--- config.mk ---
export PLATFORM = sky130hd
export DESIGN_NAME = qspi_bus_arbiter_flat
export DESIGN_NICKNAME = d
export VERILOG_FILES = /design/src/rtl/qspi_arb_pkg.sv /design/src/rtl/qspi_bus_arbiter_if.sv /design/src/rtl/qspi_nibble_phy.sv /design/src/rtl/qspi_bus_arbiter.sv /design/src/flat_wrapper.sv
export SDC_FILE = /design/constraint.sdc
export NUM_CORES = 1
export LEC_CHECK = 0
export BUFFER_PORTS_ARGS = -buffer_cell sky130_fd_sc_hd__buf_4
export CORE_ASPECT_RATIO = 0.8
export CORE_MARGIN = 5
export CORE_UTILIZATION = 51
export DETAILED_ROUTE_END_ITERATION = 8
export PLACE_DENSITY = 0.85
export SLEW_MARGIN = 10
export SYNTH_ARGS = -nofsm -noshare
export SYNTH_HDL_FRONTEND = slang
export SYNTH_SLANG_ARGS = --single-unit
export TNS_END_PERCENT = 1
--- constraint.sdc ---
create_clock -name clk -period 1.9 [get_ports clk]
set_input_delay 0.19 -clock clk [delete_from_list [all_inputs] [get_ports clk]]
set_output_delay 0.19 -clock clk [all_outputs]
set_load 0.01 [all_outputs]
--- src/rtl/qspi_arb_pkg.sv ---
// Shared types and constants for the two-requester quad-SPI bus arbiter.
package qspi_arb_pkg;

    typedef enum logic [2:0] {
        IDLE,
        WAIT_BYTE,
        SHIFT,
        RELEASE,
        GUARD
    } arb_state_t;

    // Nibble phases: P0/P2 drive data with SCK low, P1/P3 raise SCK and sample.
    localparam logic [1:0] P0 = 2'd0;
    localparam logic [1:0] P1 = 2'd1;
    localparam logic [1:0] P2 = 2'd2;
    localparam logic [1:0] P3 = 2'd3;

    localparam logic REQ_UART = 1'b0;
    localparam logic REQ_MGMT = 1'b1;
    localparam int   NUM_REQ  = 2;

    function automatic logic [NUM_REQ-1:0] req_onehot(input logic idx);
        return (idx == REQ_MGMT) ? 2'b10 : 2'b01;
    endfunction

endpackage

--- src/rtl/qspi_bus_arbiter_if.sv ---
// Requester-side byte streams plus QSPI pad signals of the bus arbiter.
interface qspi_bus_arbiter_if;
    logic [1:0]  req;
    logic [1:0]  grant;
    logic [15:0] tx_data;
    logic [1:0]  tx_valid;
    logic [1:0]  tx_last;
    logic [1:0]  tx_ready;
    logic [7:0]  rx_data;
    logic [1:0]  rx_valid;
    logic        busy;
    logic [3:0]  qspi_io_in;
    logic [3:0]  qspi_io_out;
    logic [3:0]  qspi_io_oe;
    logic        qspi_csb;
    logic        qspi_sck;

    modport slave (
        input  req, tx_data, tx_valid, tx_last, qspi_io_in,
        output grant, tx_ready, rx_data, rx_valid, busy,
               qspi_io_out, qspi_io_oe, qspi_csb, qspi_sck
    );

    modport master (
        output req, tx_data, tx_valid, tx_last, qspi_io_in,
        input  grant, tx_ready, rx_data, rx_valid, busy,
               qspi_io_out, qspi_io_oe, qspi_csb, qspi_sck
    );
endinterface

--- src/rtl/qspi_nibble_phy.sv ---
// Byte-in/byte-out nibble shifter: high nibble first, one SCK period per nibble.
module qspi_nibble_phy
    import qspi_arb_pkg::*;
#(
    parameter int CLK_DIV = 16
) (
    input  logic       clk,
    input  logic       resetn,
    input  logic       clear,
    input  logic       start,
    input  logic [7:0] tx_byte,
    input  logic [3:0] io_in,
    output logic       sck,
    output logic [3:0] io_out,
    output logic       done,
    output logic [7:0] rx_byte
);

    localparam int                DIV_W    = $clog2(CLK_DIV + 1);
    localparam logic [DIV_W-1:0]  DIV_LAST = DIV_W'(CLK_DIV - 1);

    logic             active_reg, active_next;
    logic [1:0]       phase_reg, phase_next;
    logic [DIV_W-1:0] div_reg, div_next;
    logic [3:0]       lo_nib_reg, lo_nib_next;
    logic [7:0]       rx_reg, rx_next;
    logic             sck_reg, sck_next;
    logic [3:0]       io_out_reg, io_out_next;
    logic             done_reg, done_next;

    assign sck     = sck_reg;
    assign io_out  = io_out_reg;
    assign done    = done_reg;
    assign rx_byte = rx_reg;

    always_comb begin
        active_next = active_reg;
        phase_next  = phase_reg;
        div_next    = div_reg;
        lo_nib_next = lo_nib_reg;
        rx_next     = rx_reg;
        sck_next    = sck_reg;
        io_out_next = io_out_reg;
        done_next   = 1'b0;

        if (clear) begin
            active_next = 1'b0;
            phase_next  = P0;
            div_next    = '0;
            sck_next    = 1'b0;
            io_out_next = 4'h0;
        end else if (!active_reg) begin
            if (start) begin
                active_next = 1'b1;
                phase_next  = P0;
                div_next    = '0;
                sck_next    = 1'b0;
                io_out_next = tx_byte[7:4];
                lo_nib_next = tx_byte[3:0];
            end
        end else if (div_reg == DIV_LAST) begin
            div_next = '0;
            // Sampling happens on the edge that ends each SCK-high phase.
            case (phase_reg)
                P0: begin
                    phase_next = P1;
                    sck_next   = 1'b1;
                end
                P1: begin
                    phase_next   = P2;
                    sck_next     = 1'b0;
                    io_out_next  = lo_nib_reg;
                    rx_next[7:4] = io_in;
                end
                P2: begin
                    phase_next = P3;
                    sck_next   = 1'b1;
                end
                default: begin
                    phase_next   = P0;
                    sck_next     = 1'b0;
                    active_next  = 1'b0;
                    rx_next[3:0] = io_in;
                    done_next    = 1'b1;
                end
            endcase
        end else begin
            div_next = div_reg + 1'b1;
        end
    end

    always_ff @(posedge clk) begin
        if (!resetn) begin
            active_reg <= 1'b0;
            phase_reg  <= P0;
            div_reg    <= '0;
            lo_nib_reg <= 4'h0;
            rx_reg     <= 8'h00;
            sck_reg    <= 1'b0;
            io_out_reg <= 4'h0;
            done_reg   <= 1'b0;
        end else begin
            active_reg <= active_next;
            phase_reg  <= phase_next;
            div_reg    <= div_next;
            lo_nib_reg <= lo_nib_next;
            rx_reg     <= rx_next;
            sck_reg    <= sck_next;
            io_out_reg <= io_out_next;
            done_reg   <= done_next;
        end
    end

endmodule

--- src/rtl/qspi_bus_arbiter.sv ---
// Round-robin arbiter sharing one quad-SPI target between the UART bridge and
// the management core, with CSB framing, per-transaction byte limit and stall timeout.
module qspi_bus_arbiter
    import qspi_arb_pkg::*;
#(
    parameter int CLK_DIV      = 16,
    parameter int MAX_BYTES    = 8,
    parameter int IDLE_TIMEOUT = 64
) (
    input  logic                 clk,
    input  logic                 resetn,
    qspi_bus_arbiter_if.slave    bus
);

    localparam int                 DIV_W      = $clog2(CLK_DIV + 1);
    localparam int                 STALL_W    = $clog2(IDLE_TIMEOUT + 1);
    localparam logic [DIV_W-1:0]   GUARD_LAST = DIV_W'(CLK_DIV - 1);
    localparam logic [STALL_W-1:0] STALL_LAST = STALL_W'(IDLE_TIMEOUT - 1);
    localparam logic [7:0]         MAX_CNT    = 8'(MAX_BYTES);

    arb_state_t         state_reg, state_next;
    logic [1:0]         grant_reg, grant_next;
    logic               last_grant_reg, last_grant_next;
    logic [1:0]         tx_ready_reg, tx_ready_next;
    logic [7:0]         rx_data_reg, rx_data_next;
    logic [1:0]         rx_valid_reg, rx_valid_next;
    logic               busy_reg, busy_next;
    logic               csb_reg, csb_next;
    logic [3:0]         oe_reg, oe_next;
    logic [7:0]         byte_cnt_reg, byte_cnt_next;
    logic [STALL_W-1:0] stall_reg, stall_next;
    logic [DIV_W-1:0]   guard_reg, guard_next;
    logic               last_flag_reg, last_flag_next;

    logic [7:0] tx_byte_arr [NUM_REQ];
    logic       g_idx;
    logic       pick_idx;
    logic       go_release;
    logic       phy_start;
    logic       phy_clear;
    logic       phy_done;
    logic [7:0] phy_rx;
    logic [7:0] cnt_inc;

    for (genvar gi = 0; gi < NUM_REQ; gi++) begin : g_tx_lane
        assign tx_byte_arr[gi] = bus.tx_data[8*gi +: 8];
    end

    assign g_idx    = grant_reg[REQ_MGMT];
    assign pick_idx = bus.req[~last_grant_reg] ? ~last_grant_reg : last_grant_reg;
    assign cnt_inc  = byte_cnt_reg + 8'd1;

    assign bus.grant      = grant_reg;
    assign bus.tx_ready   = tx_ready_reg;
    assign bus.rx_data    = rx_data_reg;
    assign bus.rx_valid   = rx_valid_reg;
    assign bus.busy       = busy_reg;
    assign bus.qspi_csb   = csb_reg;
    assign bus.qspi_io_oe = oe_reg;

    qspi_nibble_phy #(
        .CLK_DIV (CLK_DIV)
    ) u_phy (
        .clk     (clk),
        .resetn  (resetn),
        .clear   (phy_clear),
        .start   (phy_start),
        .tx_byte (tx_byte_arr[g_idx]),
        .io_in   (bus.qspi_io_in),
        .sck     (bus.qspi_sck),
        .io_out  (bus.qspi_io_out),
        .done    (phy_done),
        .rx_byte (phy_rx)
    );

    always_comb begin
        state_next      = state_reg;
        grant_next      = grant_reg;
        last_grant_next = last_grant_reg;
        tx_ready_next   = tx_ready_reg;
        rx_data_next    = rx_data_reg;
        rx_valid_next   = 2'b00;
        csb_next        = csb_reg;
        oe_next         = oe_reg;
        byte_cnt_next   = byte_cnt_reg;
        stall_next      = stall_reg;
        guard_next      = guard_reg;
        last_flag_next  = last_flag_reg;
        phy_start       = 1'b0;
        phy_clear       = 1'b0;
        go_release      = 1'b0;

        case (state_reg)
            IDLE: begin
                if (bus.req != 2'b00) begin
                    state_next      = WAIT_BYTE;
                    grant_next      = req_onehot(pick_idx);
                    tx_ready_next   = req_onehot(pick_idx);
                    last_grant_next = pick_idx;
                    csb_next        = 1'b0;
                    oe_next         = 4'hF;
                    stall_next      = '0;
                end
            end
            WAIT_BYTE: begin
                // A dropped request wins over a same-cycle handshake.
                if (!bus.req[g_idx]) begin
                    go_release = 1'b1;
                end else if (bus.tx_valid[g_idx]) begin
                    state_next     = SHIFT;
                    tx_ready_next  = 2'b00;
                    last_flag_next = bus.tx_last[g_idx];
                    stall_next     = '0;
                    phy_start      = 1'b1;
                end else if (stall_reg == STALL_LAST) begin
                    go_release = 1'b1;
                end else begin
                    stall_next = stall_reg + 1'b1;
                end
            end
            SHIFT: begin
                if (phy_done) begin
                    rx_data_next  = phy_rx;
                    rx_valid_next = grant_reg;
                    byte_cnt_next = cnt_inc;
                    if (last_flag_reg || cnt_inc == MAX_CNT) begin
                        go_release = 1'b1;
                    end else begin
                        state_next    = WAIT_BYTE;
                        tx_ready_next = grant_reg;
                        stall_next    = '0;
                    end
                end
            end
            RELEASE: begin
                state_next = GUARD;
                guard_next = '0;
            end
            GUARD: begin
                if (guard_reg == GUARD_LAST) begin
                    state_next = IDLE;
                    guard_next = '0;
                end else begin
                    guard_next = guard_reg + 1'b1;
                end
            end
            default: begin
                state_next = IDLE;
            end
        endcase

        if (go_release) begin
            state_next    = RELEASE;
            csb_next      = 1'b1;
            oe_next       = 4'h0;
            grant_next    = 2'b00;
            tx_ready_next = 2'b00;
            byte_cnt_next = 8'd0;
            stall_next    = '0;
            phy_clear     = 1'b1;
        end

        busy_next = (state_next != IDLE);
    end

    always_ff @(posedge clk) begin
        if (!resetn) begin
            state_reg      <= IDLE;
            grant_reg      <= 2'b00;
            last_grant_reg <= REQ_MGMT;
            tx_ready_reg   <= 2'b00;
            rx_data_reg    <= 8'h00;
            rx_valid_reg   <= 2'b00;
            busy_reg       <= 1'b0;
            csb_reg        <= 1'b1;
            oe_reg         <= 4'h0;
            byte_cnt_reg   <= 8'd0;
            stall_reg      <= '0;
            guard_reg      <= '0;
            last_flag_reg  <= 1'b0;
        end else begin
            state_reg      <= state_next;
            grant_reg      <= grant_next;
            last_grant_reg <= last_grant_next;
            tx_ready_reg   <= tx_ready_next;
            rx_data_reg    <= rx_data_next;
            rx_valid_reg   <= rx_valid_next;
            busy_reg       <= busy_next;
            csb_reg        <= csb_next;
            oe_reg         <= oe_next;
            byte_cnt_reg   <= byte_cnt_next;
            stall_reg      <= stall_next;
            guard_reg      <= guard_next;
            last_flag_reg  <= last_flag_next;
        end
    end

endmodule

--- src/flat_wrapper.sv ---
// flat-port wrapper written by rule: the top's interface ports become plain ports
module qspi_bus_arbiter_flat import qspi_arb_pkg::*;
#(
    parameter int CLK_DIV      = 16,
    parameter int MAX_BYTES    = 8,
    parameter int IDLE_TIMEOUT = 64
)
  (clk, resetn, bus_req, bus_tx_data, bus_tx_valid, bus_tx_last, bus_qspi_io_in, bus_grant, bus_tx_ready, bus_rx_data, bus_rx_valid, bus_busy, bus_qspi_io_out, bus_qspi_io_oe, bus_qspi_csb, bus_qspi_sck);
  qspi_bus_arbiter_if bus_i ();
  input  logic clk;
  input  logic resetn;
  input wire logic [$bits(bus_i.req)-1:0] bus_req;
  input wire logic [$bits(bus_i.tx_data)-1:0] bus_tx_data;
  input wire logic [$bits(bus_i.tx_valid)-1:0] bus_tx_valid;
  input wire logic [$bits(bus_i.tx_last)-1:0] bus_tx_last;
  input wire logic [$bits(bus_i.qspi_io_in)-1:0] bus_qspi_io_in;
  output wire logic [$bits(bus_i.grant)-1:0] bus_grant;
  output wire logic [$bits(bus_i.tx_ready)-1:0] bus_tx_ready;
  output wire logic [$bits(bus_i.rx_data)-1:0] bus_rx_data;
  output wire logic [$bits(bus_i.rx_valid)-1:0] bus_rx_valid;
  output wire logic [$bits(bus_i.busy)-1:0] bus_busy;
  output wire logic [$bits(bus_i.qspi_io_out)-1:0] bus_qspi_io_out;
  output wire logic [$bits(bus_i.qspi_io_oe)-1:0] bus_qspi_io_oe;
  output wire logic [$bits(bus_i.qspi_csb)-1:0] bus_qspi_csb;
  output wire logic [$bits(bus_i.qspi_sck)-1:0] bus_qspi_sck;
  assign bus_i.req = bus_req;
  assign bus_i.tx_data = bus_tx_data;
  assign bus_i.tx_valid = bus_tx_valid;
  assign bus_i.tx_last = bus_tx_last;
  assign bus_i.qspi_io_in = bus_qspi_io_in;
  assign bus_grant = bus_i.grant;
  assign bus_tx_ready = bus_i.tx_ready;
  assign bus_rx_data = bus_i.rx_data;
  assign bus_rx_valid = bus_i.rx_valid;
  assign bus_busy = bus_i.busy;
  assign bus_qspi_io_out = bus_i.qspi_io_out;
  assign bus_qspi_io_oe = bus_i.qspi_io_oe;
  assign bus_qspi_csb = bus_i.qspi_csb;
  assign bus_qspi_sck = bus_i.qspi_sck;
  qspi_bus_arbiter #(.CLK_DIV(CLK_DIV), .MAX_BYTES(MAX_BYTES), .IDLE_TIMEOUT(IDLE_TIMEOUT)) u_core (.clk(clk), .resetn(resetn), .bus(bus_i));
endmodule
; ---- Yosys cells after proc, flatten, opt, wreduce, memory -nomap -nowiden
; Cells that the tools add are included.
[word_totals]
ff_bits = 68
output_inout_bits = 25
[classes]
addsub = 4
order_cmp = 3
eq_ne = 18
n_mux = 66
n_bitwise = 7
n_reduce_logical = 24
[op_table]
columns = operator, count
row1 = $mux 7, 6
row2 = $mux 1, 27
row3 = $mux 8, 3
row4 = $mux 3, 7
row5 = $pmux 7 s3, 1
row6 = $mux 5, 4
row7 = $mux 2, 9
row8 = $mux 4, 4
row9 = $pmux 3 s5, 1
row10 = $pmux 2 s3, 2
row11 = $reduce_and 3->1, 4
row12 = $reduce_and 6->1, 2
row13 = $add 5x1->5 const B, 2
row14 = $eq 5x4->1 const B, 2
row15 = $ne 2x1->1 const B, 5
row16 = $pmux 5 s2, 1
row17 = $add 8x1->8 const B, 1
row18 = $eq 8x4->1 const B, 1
row19 = $reduce_and 4->1, 2
row20 = $add 7x1->7 const B, 1
row21 = $eq 7x6->1 const B, 1
row22 = $eq 3x2->1 const B, 2
row23 = $not 1->1, 6
row24 = $reduce_and 2->1, 3
row25 = 18 further kinds, 25

; ---- Longest topological paths before layout
[depth]
ltp_word = 9
ltp_mapped = 8
depth_no_buf = 7

; ---- Cells and area by module
; Synthesis repeated with hierarchy kept, for this count alone.
[unflattened]
cells_unflattened = 392
hier_area_um2 = 3344.5
[by_module_without_submodules]
columns = mod, instances, cells_per_inst, area_per_inst_um2
row1 = qspi_bus_arbiter, 1, 259, 2138.3
row2 = qspi_nibble_phy, 1, 133, 1206.2

; ---- Worst setup path before layout
; No wires, ideal clock.
[synth_timing]
path_kind = register to register
from = register u_core.byte_cnt_reg[0]
to = register u_core.u_phy.rx_reg[0], in the netlist u_core.u_phy.rx_byte[0]
setup_ns = 0.072
arrival_ns = 1.844
path_slack_ns = -0.016
path_stages_with_launch = 8
path_buffers = 0
period_less_slack_ns = 1.916
path_cell_list = dfxtp_1 -> ha_1 -> a311oi_1 -> a41o_1 -> o21ai_0 -> or3_1 -> nand4_2 -> mux2i_1
[synth_via]
elab_chain_cells = 9
[synth_rtl]
columns = item, line
row1 = from (decl), qspi_bus_arbiter.sv:30  ; logic [7:0] byte_cnt_reg, byte_cnt_next;
row2 = from (signal assigned), qspi_bus_arbiter.sv:191  ; byte_cnt_reg <= byte_cnt_next;
row3 = $add 8x1->8, qspi_bus_arbiter.sv:51  ; assign cnt_inc = byte_cnt_reg + 8'd1;
row4 = $eq 8x4->1, qspi_bus_arbiter.sv:126  ; if (last_flag_reg || cnt_inc == MAX_CNT) begin
row5 = $logic_or 1x1->1, qspi_bus_arbiter.sv:126
row6 = $mux 1, qspi_bus_arbiter.sv:126
row7 = $mux 1, qspi_bus_arbiter.sv:122  ; if (phy_done) begin
row8 = $pmux 1 s2, qspi_bus_arbiter.sv:93  ; case (state_reg)
row9 = $mux 1, qspi_bus_arbiter.sv:152  ; if (go_release) begin
row10 = $not 1->1 (no line), --
row11 = $reduce_and 4->1 (no line), --
row12 = to (signal assigned), qspi_nibble_phy.sv:107  ; rx_reg <= rx_next;
row13 = to (decl), qspi_nibble_phy.sv:26  ; logic [7:0] rx_reg, rx_next;
; No other way between the ends.
; A chain may end at the register's enable or synchronous reset.

; ---- Worst setup path after layout
[layout_timing]
from = register u_core.byte_cnt_reg[1]
to = register u_core.tx_ready_reg[1], in the netlist u_core.bus.tx_ready[1]
[layout_via]
elab_chain_cells = 7
word_cells_on_any_way = 9
classes_between = add/sub: 1 / eq/ne: 2 / mux: 3 / reduce/logical: 3
[layout_rtl]
columns = item, line
row1 = $add 8x1->8 (*), qspi_bus_arbiter.sv:51
row2 = $eq 8x4->1 (*), qspi_bus_arbiter.sv:126
row3 = $logic_or 1x1->1 (*), qspi_bus_arbiter.sv:126
row4 = $mux 1, qspi_bus_arbiter.sv:126
row5 = $mux 1, qspi_bus_arbiter.sv:122
row6 = $pmux 1 s2, qspi_bus_arbiter.sv:93
row7 = $reduce_or 2->1 (no line), --
row8 = to (signal assigned), qspi_bus_arbiter.sv:185  ; tx_ready_reg <= tx_ready_next;
row9 = to (decl), qspi_bus_arbiter.sv:24  ; logic [1:0] tx_ready_reg, tx_ready_next;
; Every way passes the cells marked *; elsewhere a longest branch is shown, timed or not.

==> summary.md <==
| Metric | Value |
|---|---|
| FF-to-FF setup slack | -10 ps |
| # Max-Cap Violations | 0 |
| I/O pin total | 53 |
| Crit path kind | register to register |
| Register area share after synthesis | 0.413 |
| Initial antenna violation count | 0 |
| Routability congestion estimate | 0.833 |
| CP Cell Sequence | nand2_1, o211a_1, o221ai_4, a211oi_4, buf_4, or2_1, a211oi_1 |
| CP max stage delay | 390 ps |
| Syn Nets | 405 |
| Outcome | finished, violations left |
| Number of H-tree levels | 3 |
| Layout area overhead | 25.4% |
| TritonRoute pass-1 iters | 5 |
| Syn Area/Cell | 8.79 um^2 |
| Violated checks | setup timing |
| Vias | 2,915 |
| Final global-route overflow total | 0 |
| P_sw | 0.000914 W |
| Synth warn | 0 |
| EDFF count, synth | 0 |
| Post-route cell area | 4080 um^2 |
| Worst-path maximum fanout | 4 |
| Wirelength per Cell | 15.7 um |
| WHS Endpoint | u_core.u_phy.rx_byte[4] |
| Share of post-route cells with drive strength above 1 | 0.290 |
| Worst hold path depth | 3 |
| FMAX | 0.523 GHz |
| Hpwl dp | 5600 um |
| Row count | 26 |
| Nets | 473 |
| VDD IR-drop max | 381 uV |
| Internal power | 0.00229 W |
| RSZ-0062 raised after global routing | true |
| Arrival @ worst endpoint | 2170 ps |
| Ys flop type | dfxtp_1 |
| Clock sink total | 67 |
| Leakage | 1.68 nW |
| Total Power | 0.00321 W |
| Min-delay worst type | input pin to register |
| Cell class contributing the biggest share of worst-path delay | compound AO/OA/AOI/OAI gates |
| DRT Wirelength | 8190 um |
| WP data required | 2160 ps |
| Die height | 81.4 um |
| Core area | 6280 um^2 |
| Clk_lat worst skew | 340 ps |
| Bufs on Longest Clock Path | 2 |
| Startpoint types | register |
| Setup Skew | 3.97 ps |
| Synth Register Bits | 67 |
| Final core occ | 0.649 |
| Die area | 8080 um^2 |
| Logic pwr share | 0.225 |
| Initial DRC Count | 175 |
| Tightest Pin Transition | 388 ps |
| Clock group share of total power | 0.296 |
| Post-CTS Hold Fix Bufs | 0 |
| Starting Density | 0.518 |
| Vias/cell | 5.58 |
| Largest net degree at the start of global routing | 22 |
| Post-route non-filler standard cell count | 522 |
| Mapped Cells | 370 |
| Sw frac | 0.285 |
| Worst R2R Path Depth | 7 |
| DP Cell Count | 508 |
| Synth unique cells | 64 |
| # setup viols final | 4 |
| DRC viols | 0 |
| Post-route setup slack | -11.0 ps |
| Pwr/cell area | 787 nW/um^2 |
| Mapped Area | 3250 um^2 |
| Worst Setup End Kind | register |
| Reg-to-Reg Start | u_core.byte_cnt_reg[1] |
| Clock Pin Slew Worst Setup and Hold Paths | 60 ps |
| Slew headroom | 0.739 |
| R2r endpoint | u_core.bus.tx_ready[1] |
| CTS tree | built |
| Placed cell areas | 3830 um^2 |
| N_diodes | 0 |
| Tmin final | 1910 ps |
| GRT Util Overall | 0.205 |
| Fill cell count | 502 |
| CP max-delay cell | dfxtp_4 |
| Die width | 99.3 um |
| CP Buf/Inv Count | 1 |
| Hold path start | bus_qspi_io_in[0] |
| Synth async-reset ratio | 0 |
| Number of port buffers | 52 |
| Final Cycle Share | 1.01 |
| Final max-slew violation count | 0 |
| Global-route wire length before repair | 13,200 um |
| Post-DRT Antenna Nets | 0 |
| Final Hold Fails | 0 |
| Seq pwr share | 0.478 |
| Vias in the first global route | 2,908 |
| Root buffer cell | clkbuf_8 |
| Seq. cell area | 1360 um^2 |
| Footprint of the multi-input gates | 1820 um^2 |
| CTS Buf Count | 9 |
| Dpl ws | -157 ps |
cell type report:
type / instances / area share
timing repair buffer: 80 / 0.149
multi-input combinational: 271 / 0.447
sequential: 67 / 0.335
clock inverter: 1 / 0.00123
tap: 84 / 0.0258
inverter: 9 / 0.00829
clock buffer: 10 / 0.0338
tightest hold or removal path, delay by kind of cell:
family	cells	cell delay, ps
buffers and inverters	1	110
multiplexers	1	70
AND/OR/NAND/NOR	1	70
synthesized netlist by cell type (2+ instances only):
| cell | count | area share |
|---|---|---|
| nand2_1 | 54 | 0.062 |
| dfxtp_1 | 67 | 0.41 |
| nor3b_2 | 2 | 0.0077 |
| nand4_1 | 3 | 0.0058 |
| buf_4 | 5 | 0.012 |
| buf_1 | 2 | 0.0023 |
| ha_1 | 7 | 0.027 |
| nor2_1 | 45 | 0.052 |
| nor2b_1 | 5 | 0.0096 |
| mux2i_1 | 23 | 0.071 |
| xnor2_1 | 6 | 0.016 |
| nand4_2 | 2 | 0.0077 |
| nand3_1 | 9 | 0.014 |
| and2_1 | 3 | 0.0058 |
| nor3b_1 | 2 | 0.0046 |
| o21ai_0 | 16 | 0.025 |
| xor2_1 | 6 | 0.016 |
| nor3_1 | 9 | 0.014 |
| and3_1 | 3 | 0.0058 |
| a21oi_1 | 23 | 0.035 |
| buf_2 | 8 | 0.012 |
| inv_1 | 8 | 0.0092 |
| clkbuf_1 | 6 | 0.0069 |
| o2bb2ai_1 | 3 | 0.0081 |
| nand3b_1 | 2 | 0.0046 |
| a211oi_2 | 2 | 0.0077 |
| a31oi_1 | 3 | 0.0058 |
| a211oi_1 | 10 | 0.023 |
through the flow:
stage	setup TNS [ps]	hold WS [ps]
finish	-26.6	147
detailed placement	-2820	441
global route	-1010	137
floorplan	0	351
CTS	0	126
global placement	-379	436
power groups by stage:
stage                     sequential [W]  combinational (W)  clock, W
after floorplan                  0.00156           0.000446         0
after global placement           0.00156           0.000665         0
after detailed placement         0.00157           0.000687         0
after CTS                        0.00153           0.000712  0.000972
after global routing             0.00154           0.000784   0.00103
final                            0.00153           0.000722  0.000950
routing by layer:
| metal | share of wire | track usage | up-vias |
|---|---|---|---|
| li1 | - | - | 1418 |
| met1 | 0.43 | 0.236 | 1376 |
| met2 | 0.49 | 0.352 | 105 |
| met3 | 0.067 | 0.0712 | 16 |
| met4 | 0.018 | 0.0805 | 0 |
| met5 | 0 | 0 | - |
repair_timing:
item / CTS / global route
pin swaps: 6 / 12
endpoints found under the setup margin: 39 / 43
buffers inserted: 3 / 0
resized for setup: 14 / 14
placed cells by master, fill, tap and decap left out, types with 2 or more instances in the layout:
cell,instances
nand4_4,2
a21oi_1,23
ha_1,4
nand4_1,3
nor3b_1,2
xor2_1,6
dfxtp_2,3
xnor2_1,6
dfxtp_1,59
nor3_1,9
clkbuf_8,10
nand3_1,9
nor2_1,45
dfxtp_4,5
nor2b_1,5
o21ai_0,14
and3_1,3
buf_6,2
nand2_1,53
ha_4,2
inv_1,8
nand3b_1,2
buf_4,78
a211oi_2,2
o21ai_1,2
a211oi_1,10
o2bb2ai_1,3
and2_1,3
a31oi_1,3
mux2i_1,23
cell families after synthesis:
| kind of cell | count (synthesis) | share of synthesized area |
|---|---|---|
| compound gates | 76 | 0.172 |
| xor+xnor | 12 | 0.0323 |
| fa+ha+maj | 7 | 0.0269 |
| buf+inv | 32 | 0.0485 |
| flops | 67 | 0.413 |
| mux | 24 | 0.0743 |
| simple gates | 152 | 0.233 |
worst max-delay path by stage:
stage	cells past startpoint	slack (ps)	from	endpoint
floorplan	7	3	u_core.byte_cnt_reg[0]	u_core.u_phy.rx_byte[0]
global placement	7	-60	u_core.byte_cnt_reg[1]	u_core.stall_reg[2]
detailed placement	7	-160	u_core.byte_cnt_reg[1]	u_core.stall_reg[5]
CTS	6	0.5	u_core.byte_cnt_reg[4]	u_core.u_phy.rx_byte[2]
global route	7	-110	u_core.byte_cnt_reg[1]	u_core.u_phy.rx_byte[0]
finish	7	-10	u_core.byte_cnt_reg[1]	u_core.bus.tx_ready[1]
Note: power is estimated with default switching activity, not from simulation.
